### src/rtl/branch_resolver.sv
// branch_resolver
//   Resolution end of the 2-bit dynamic branch predictor. Fetch pushes each
//   predicted branch into an in-order in-flight queue. Execute resolves the
//   oldest entry, and this block produces the predictor update pair. On a
//   mispredict it squashes every younger entry, pulses flush with the correct
//   PC, and blocks new predictions for FLUSH_CYCLES cycles.
//
// Ports
//   clk, reset_n                 clock, synchronous active-low reset
//   pred_push/taken/pc/target    prediction from fetch, accepted when pred_ready
//   pred_ready                   queue not full and not flushing
//   ex_valid/taken/target        actual outcome of the oldest in-flight branch
//   upd_valid, upd_taken         registered predictor update (1-cycle latency)
//   flush, redirect_pc           registered mispredict pulse and correct PC
//   underflow_err                sticky: resolve arrived with nothing to resolve
//   branch_cnt, mispred_cnt      wrapping statistic counters
module branch_resolver #(
    parameter int DEPTH        = 4,
    parameter int PC_W         = 32,
    parameter int FLUSH_CYCLES = 2,
    parameter int CNT_W        = 16
) (
    input  logic             clk,
    input  logic             reset_n,
    input  logic             pred_push,
    input  logic             pred_taken,
    input  logic [PC_W-1:0]  pred_pc,
    input  logic [PC_W-1:0]  pred_target,
    output logic             pred_ready,
    input  logic             ex_valid,
    input  logic             ex_taken,
    input  logic [PC_W-1:0]  ex_target,
    output logic             upd_valid,
    output logic             upd_taken,
    output logic             flush,
    output logic [PC_W-1:0]  redirect_pc,
    output logic             underflow_err,
    output logic [CNT_W-1:0] branch_cnt,
    output logic [CNT_W-1:0] mispred_cnt
);
    localparam int PTR_W = $clog2(DEPTH);
    localparam int FC_W  = $clog2(FLUSH_CYCLES + 1);
    localparam logic [PTR_W:0] FULL = (PTR_W + 1)'(DEPTH);

    typedef struct packed {
        logic            taken;
        logic [PC_W-1:0] pc;
        logic [PC_W-1:0] target;
    } entry_t;

    typedef enum logic {RUN = 1'b0, FLUSH = 1'b1} state_t;

    entry_t           q [DEPTH];
    entry_t           head;
    logic [PTR_W-1:0] wr_ptr, rd_ptr;
    logic [PTR_W:0]   count;
    logic [FC_W-1:0]  fcnt;
    state_t           state, state_nxt;
    logic             push_ok, ex_ok, pop, mispredict;

    assign head    = q[rd_ptr];
    assign ex_ok   = (state == RUN) && (count != '0);
    assign pop     = ex_valid && ex_ok;
    assign push_ok = pred_push && pred_ready;
    // Taken/not-taken disagreement, or both taken but to a different target.
    assign mispredict = pop && ((ex_taken != head.taken) ||
                                (ex_taken && (ex_target != head.target)));

    // FSM: state register
    always_ff @(posedge clk) begin
        if (!reset_n) state <= RUN;
        else          state <= state_nxt;
    end

    // FSM: next state
    always_comb begin
        state_nxt = state;
        case (state)
            RUN:     if (mispredict) state_nxt = FLUSH;
            FLUSH:   if (fcnt == FC_W'(1)) state_nxt = RUN;
            default: state_nxt = RUN;
        endcase
    end

    // FSM: outputs (registered state only, no input paths)
    always_comb begin
        pred_ready = (state == RUN) && (count != FULL);
    end

    // Flush hold-off down-counter
    always_ff @(posedge clk) begin
        if (!reset_n)           fcnt <= '0;
        else if (mispredict)    fcnt <= FC_W'(FLUSH_CYCLES);
        else if (state == FLUSH) fcnt <= fcnt - 1'b1;
    end

    // Queue pointers. A mispredict empties the queue and drops any
    // same-cycle push, since that push came from the wrong path.
    always_ff @(posedge clk) begin
        if (!reset_n || mispredict) begin
            wr_ptr <= '0;
            rd_ptr <= '0;
            count  <= '0;
        end else begin
            if (push_ok) wr_ptr <= wr_ptr + 1'b1;
            if (pop)     rd_ptr <= rd_ptr + 1'b1;
            case ({push_ok, pop})
                2'b10:   count <= count + 1'b1;
                2'b01:   count <= count - 1'b1;
                default: count <= count;
            endcase
        end
    end

    // Entry storage needs no reset; count gates every read.
    always_ff @(posedge clk) begin
        if (reset_n && push_ok && !mispredict)
            q[wr_ptr] <= '{taken: pred_taken, pc: pred_pc, target: pred_target};
    end

    // Registered update, redirect, error and statistics
    always_ff @(posedge clk) begin
        if (!reset_n) begin
            upd_valid     <= 1'b0;
            upd_taken     <= 1'b0;
            flush         <= 1'b0;
            redirect_pc   <= '0;
            underflow_err <= 1'b0;
            branch_cnt    <= '0;
            mispred_cnt   <= '0;
        end else begin
            upd_valid <= pop;
            if (pop) upd_taken <= ex_taken;
            flush       <= mispredict;
            redirect_pc <= mispredict ? (ex_taken ? ex_target : head.pc + PC_W'(4)) : '0;
            if (ex_valid && !ex_ok) underflow_err <= 1'b1;
            if (pop)        branch_cnt  <= branch_cnt + 1'b1;
            if (mispredict) mispred_cnt <= mispred_cnt + 1'b1;
        end
    end
endmodule

### config.mk
export PLATFORM = sky130hd
export DESIGN_NAME = branch_resolver
export DESIGN_NICKNAME = d
export VERILOG_FILES = /design/src/rtl/branch_resolver.sv
export SDC_FILE = /design/constraint.sdc
export NUM_CORES = 1
export LEC_CHECK = 0
export ABC_AREA = 1
export BUFFER_PORTS_ARGS = -buffer_cell sky130_fd_sc_hd__buf_2
export CORE_MARGIN = 1.5
export CORE_UTILIZATION = 25
export DETAILED_ROUTE_END_ITERATION = 8
export MAX_ROUTING_LAYER = met4
export PLACE_DENSITY = 0.51
export SLEW_MARGIN = 10
export SYNTH_ARGS = -nofsm -noshare
export SYNTH_HDL_FRONTEND = slang
export SYNTH_SLANG_ARGS = --single-unit
### constraint.sdc
create_clock -name clk -period 10.6 [get_ports clk]
set_input_delay 2.65 -clock clk [delete_from_list [all_inputs] [get_ports clk]]
set_output_delay 2.65 -clock clk [all_outputs]
set_load 0.1 [all_outputs]
=== Yosys cells after proc, flatten, opt, wreduce, memory -nomap -nowiden ===
Memory sizes are Yosys's and may differ from the RTL's. A register that Yosys moved wholly into a read port is not among the register bits.
Index checks and enable logic that the tools add are counted.

* Add/sub/neg operators: 8
* Equality and inequality tests: 6
* Div/mod/pow operators: 0
* Shifts and indexed selects: 0
* Muxes and demuxes: 11
* Magnitude comparators: 0
* Bitwise gates (word level): 2
* $mul: 0
* Reduce and logical (&&, ||, !) cells: 19

{| class="wikitable"
|+ Operators with widths
! operator !! count
|-
| adder 16 x 1 -> 16 bit (second input constant) || 2
|-
| adder 32 x 3 -> 32 bit (second input constant) || 1
|-
| 2-to-1 mux 32 bit || 1
|-
| != test 32 bit || 1
|-
| logical AND 1 bit || 9
|-
| 2-to-1 mux 2 bit || 4
|-
| one-hot mux 3 bit (2 select lines) || 1
|-
| adder 2 x 1 -> 2 bit (second input constant) || 2
|-
| equality test 2 x 1 -> 1 bit (second input constant) || 2
|-
| 2-to-1 mux 1 bit || 4
|-
| nonzero test 2 bit || 2
|-
| adder 3 x 1 -> 3 bit (second input constant) || 1
|-
| zero test 1 bit || 3
|-
| != test 3 bit (second input constant) || 1
|-
| nonzero test 3 bit || 1
|-
| subtractor 3 x 1 -> 3 bit (second input constant) || 1
|-
| equality test 2 bit (second input constant) || 1
|-
| logical OR 1 bit || 2
|-
| NOT 1 bit || 2
|-
| one-hot mux 1 bit (2 select lines) || 1
|-
| AND reduction 2 bit || 1
|-
| OR reduction 2 bit || 1
|-
| subtractor 2 x 1 -> 2 bit (second input constant) || 1
|-
| != test 1 bit || 1
|}

* Register bits after elaboration: 78
* Bits in writable memories: 260
* ROM bits: 0
* Memories kept: 1
* Input port bits: 102
* Bits in latches: 0
* Word-level logic and storage cells: 60

{| class="wikitable"
|+ Memories
! memory !! depth !! width !! read ports !! clocked after memory_dff !! wr ports !! line !! source
|-
| q || 4 || 65 || 1 || 1 || 1 || 53 || <nowiki>entry_t q [DEPTH];</nowiki>
|}

=== Logic depth before layout (Yosys ltp) ===
* Word-level depth: 8
* Gate-level depth with buffers: 19
* Depth with buffers taken out: 16

=== Least setup slack after synthesis ===
OpenSTA, ideal clock, no wires.

* Path type: input port to flip-flop
* Start: input port ex_valid
* End: memory q[0][0] (netlist bit), enable pin
* Required time: 10.112 ns
* Stages on the path: 7
* Path slack: 3.861 ns
* Arrival time: 6.251 ns
* Setup time: 0.488 ns
* Buffers on the path: 1
* Path through: nand3_1 -> clkbuf_1 -> a21oi_1 -> inv_1 -> o21bai_4 -> nand2_1 -> nor2_1

* Longest elaborated chain between the ends: 6

{| class="wikitable"
|+ Ends and longest elaborated chain
! element !! line !! source
|-
| start: declaration || 30 || <nowiki>input logic ex_valid,</nowiki>
|-
| logical AND 1 bit || 63 || <nowiki>assign pop = ex_valid && ex_ok;</nowiki>
|-
| logical AND 1 bit || 66 || <nowiki>assign mispredict = pop && ((ex_taken != head.taken) ||</nowiki>
|-
| zero test 1 bit || 117 || <nowiki>if (reset_n && push_ok && !mispredict)</nowiki>
|-
| logical AND 1 bit || 117 ||
|-
| 2-to-1 mux 1 bit || 117 ||
|-
| 2-to-1 mux 1 bit (implied by the code) || 118 || <nowiki>q[wr_ptr] <= '{taken: pred_taken, pc: pred_pc, target: pred_target};</nowiki>
|-
| end: declaration || 53 ||
|}

Every way passes these cells.

==> metrics.md <==
| Metric | Value |
|---|---|
| Worst path slowest cell | `dfxtp_4` |
| Post-synth ARST share | `0` |
| First-pass DRT Iterations | `7` |
| Rows | `88` |
| Worst path arrival time | `6.12 ns` |
| Fin nets | `1780` |
| Startpoint Class | `flop` |
| Remaining antenna violation count | `0` |
| Cell taking the most area after synthesis | `edfxtp_1` |
| Die H | `246.0 um` |
| Top_reg_cell synth | `edfxtp_1` |
| Pwr Density | `238.8 nW/um^2` |
| Number of remaining DRC errors | `0` |
| Hold path start | `branch_cnt[15]` |
| Vias | `between 10000 and 15000` |
| TNS Setup | `0 ns` |
| Max-Cap Viols | `0` |
| Core footprint | `58030 sq um` |
| Peak supply drop | `0.0001011 V` |
| CP endpoint | `q[2][45]` |
| Max Fclk | `0.1684 GHz` |
| Largest cells by area after synthesis | `edfxtp_1 53%, nand2_1 13%, dfxtp_1 11%, nand3_1 6.3%, nor2_1 3.5%` |
| GRT Resource Usage Total | `0.1482` |
| R2r setup slk | `4.66 ns` |
| Initial Util | `0.2543` |
| Design Area, Final | `about 18000 sq um` |
| Vias per cell | `4.506` |
| Layout area overhead | `19.35%` |
| WP data required | `~11 ns` |
| Cells along the critical path | `clkinv_2, buf_4, nand2_1, nand3_1, nand3b_1, nand2_1, nor2_1, nand2_1, nor2_1, nand3_1, o21bai_4, nand2_1, nor2_4, buf_4, buf_4` |
| #FFs+latches synth | `340` |
| Post-CTS setup repair buffer count | `0` |
| Clock transition at path regs | `0.06 ns` |
| Min cycle time layout | `5.937 ns` |
| CTS tree | `done` |
| Count of cells resized by post-cts repair | `0` |
| Final hold slack | `0.4474 ns` |
| H-tree depth | `2` |
| Endpoints failing setup | `0` |
| Root buf cell | `clkbuf_16` |
| Mean Syn Cell Area | `9.786 sq um` |
| Initial DRC count | `947` |
| Ratio of cells with drive above 1 in the final layout | `0.1510` |
| Initial antenna violation count | `15` |
| R2r endpoint | `q[2][45]` |
| Synth top area share | `0.5290` |
| Crit path top cell by count | `nand2_1` |
| Grt total ovfl | `0` |
| Die Span X | `246.0 um` |
| Vias in the first global route | `10400` |
| Gpl congestion | `0.8477` |
| Cell area after synthesis | `14760 sq um` |
| Final period util | `0.5601` |
| Syn_nets | `1620` |
| Cts bufs inserted | `38` |
| Worst-margin pin slew | `1.095 ns` |
| Synth unique cells | `40` |
| Total I/O pin count | `171` |
| Worst-skew pair later-pin latency | `about 0.56 ns` |
| Dominant cell by count in the synthesized netlist | `nand2_1` |
| Synth cell count leaders | `496 x nand2_1, 260 x edfxtp_1, 185 x nand3_1, 137 x nor2_1, 80 x dfxtp_1` |
| Status | `finished clean` |
| Synth Instances | `around 1500` |
| Slew HR | `0.2702` |
| Post-DP Area | `16340 sq um` |
| Max FO, Critical Path | `85` |
| WS Path Type | `flop to flop` |
| RSZ-0062 raised after global routing | `no` |
| Wirelength per Cell | `approximately 18 um` |
| EDFF count, synth | `260` |
| Clk sink count | `340` |
| FF-to-FF path depth | `15` |
| Post-DP HPWL | `about 30 mm` |
| CTS max path bufs | `3` |
| Detailed Route WL | `44.29 mm` |
| Placed insts | `roughly 2400` |
| Non-filler instance count after layout | `between 2000 and 2500` |
| Slew Limit Fails | `0` |
| P_leak | `6.876 nW` |
| Post-CTS Hold Buffers | `0` |
| Crit. End Element | `flop` |
| First-pass GRT wire length | `65.09 mm` |
| YS warnings | `0` |
| Sequential share of the synthesized area | `0.6376` |
| Worst hold path class | `flop to flop` |
| Setup WS pre-CTS | `4.299 ns` |
| Final hold viol count | `0` |
| DIE AREA | `60500 sq um` |
| Final Worst Setup Slack | `4.663 ns` |
| Crit-path max cell delay | `0.81 ns` |
| Port bufs | `170` |
| Worst Skew | `0.01570 ns` |
| Largest net degree at the start of global routing | `86` |
==> power by group <==
group	internal [mW]	total (mW)	switching, mW
registers	1.58	1.65	0.0733
logic	0.302	1.24	0.941
clock network	0.787	1.31	0.521
==> critical path: cells and delay by family, from the launching register on <==
family	cells	cell delay (ns)
and+or+nand+nor	10	1.73
AOI/OAI and AO/OA	1	0.43
buffers and inverters	4	2.45
DFF	1	0.81
==> sequential cells by signal, summed over array words and instances (netlist names), named ones only <==
signal and flops:
wr_ptr 2, mispred_cnt 16, rd_ptr 2, redirect_pc 32, branch_cnt 16, count 3, upd_taken 1, underflow_err 1
state 1, fcnt 2, upd_valid 1, flush 1, q 260
==> logic make-up after synthesis <==
kind of cell / synth area share
AO/OA/AOI/OAI: 0.04036
adder cells (fa/ha/maj): 0.008987
AND/OR/NAND/NOR: 0.2473
multiplexers: 0.0006783
buffers and inverters: 0.04434
XOR/XNOR: 0.02077
flip-flops: 0.6376
==> cell type report <==
type | instances | area, sq um
Fill cell | 5999 | 40410
Sequential cell | 340 | 9414
Multi-Input combinational cell | 1025 | 4725
Clock buffer | 60 | 1181
Tap cell | 765 | 957.2
Timing Repair Buffer | 181 | 933.4
Inverter | 82 | 309.0
Clock inverter | 7 | 58.81
Antenna cell | 14 | 35.03
==> cells in the final DEF, fill, tap and decap left out, drive strengths merged, types with 23 or more instances in the layout <==
cell type / instances
a21oi: 46
buf: 181
clkbuf: 60
dfxtp: 80
edfxtp: 260
inv: 81
nand2: 496
nand3: 186
nor2: 140
o21ai: 50
xor2: 23
==> stage by stage <==
stage	utilization	power (mW)
2_1_floorplan	-	2.577
3_3_place_gp	0.2816	2.910
3_5_place_dp	0.2816	2.927
4_1_cts	0.3029	4.241
5_1_grt	0.3035	4.428
6_report	0.3035	4.206
==> how the worst min path moves through the flow <==
| stage | endpoint | depth (start not counted) |
|---|---|---|
| 5_1_grt | branch_cnt[15] | 1 |
| 6_report | branch_cnt[15] | 1 |
| 4_1_cts | branch_cnt[15] | 1 |
| 2_1_floorplan | count[0] | 2 |
| 3_3_place_gp | branch_cnt[15] | 1 |
| 3_5_place_dp | branch_cnt[15] | 1 |
==> routing by layer <==
metal  share of wire  up-vias  routed length [um]  track usage
met5               0        -                   0            -
met4           0.019        0                 853      0.03753
met3           0.079       54                3516      0.03852
met2            0.43      361               19140       0.2133
met1            0.47     5318               20770       0.2054
li1                -     5415                   -            -
(Power assumes the default switching activity.)
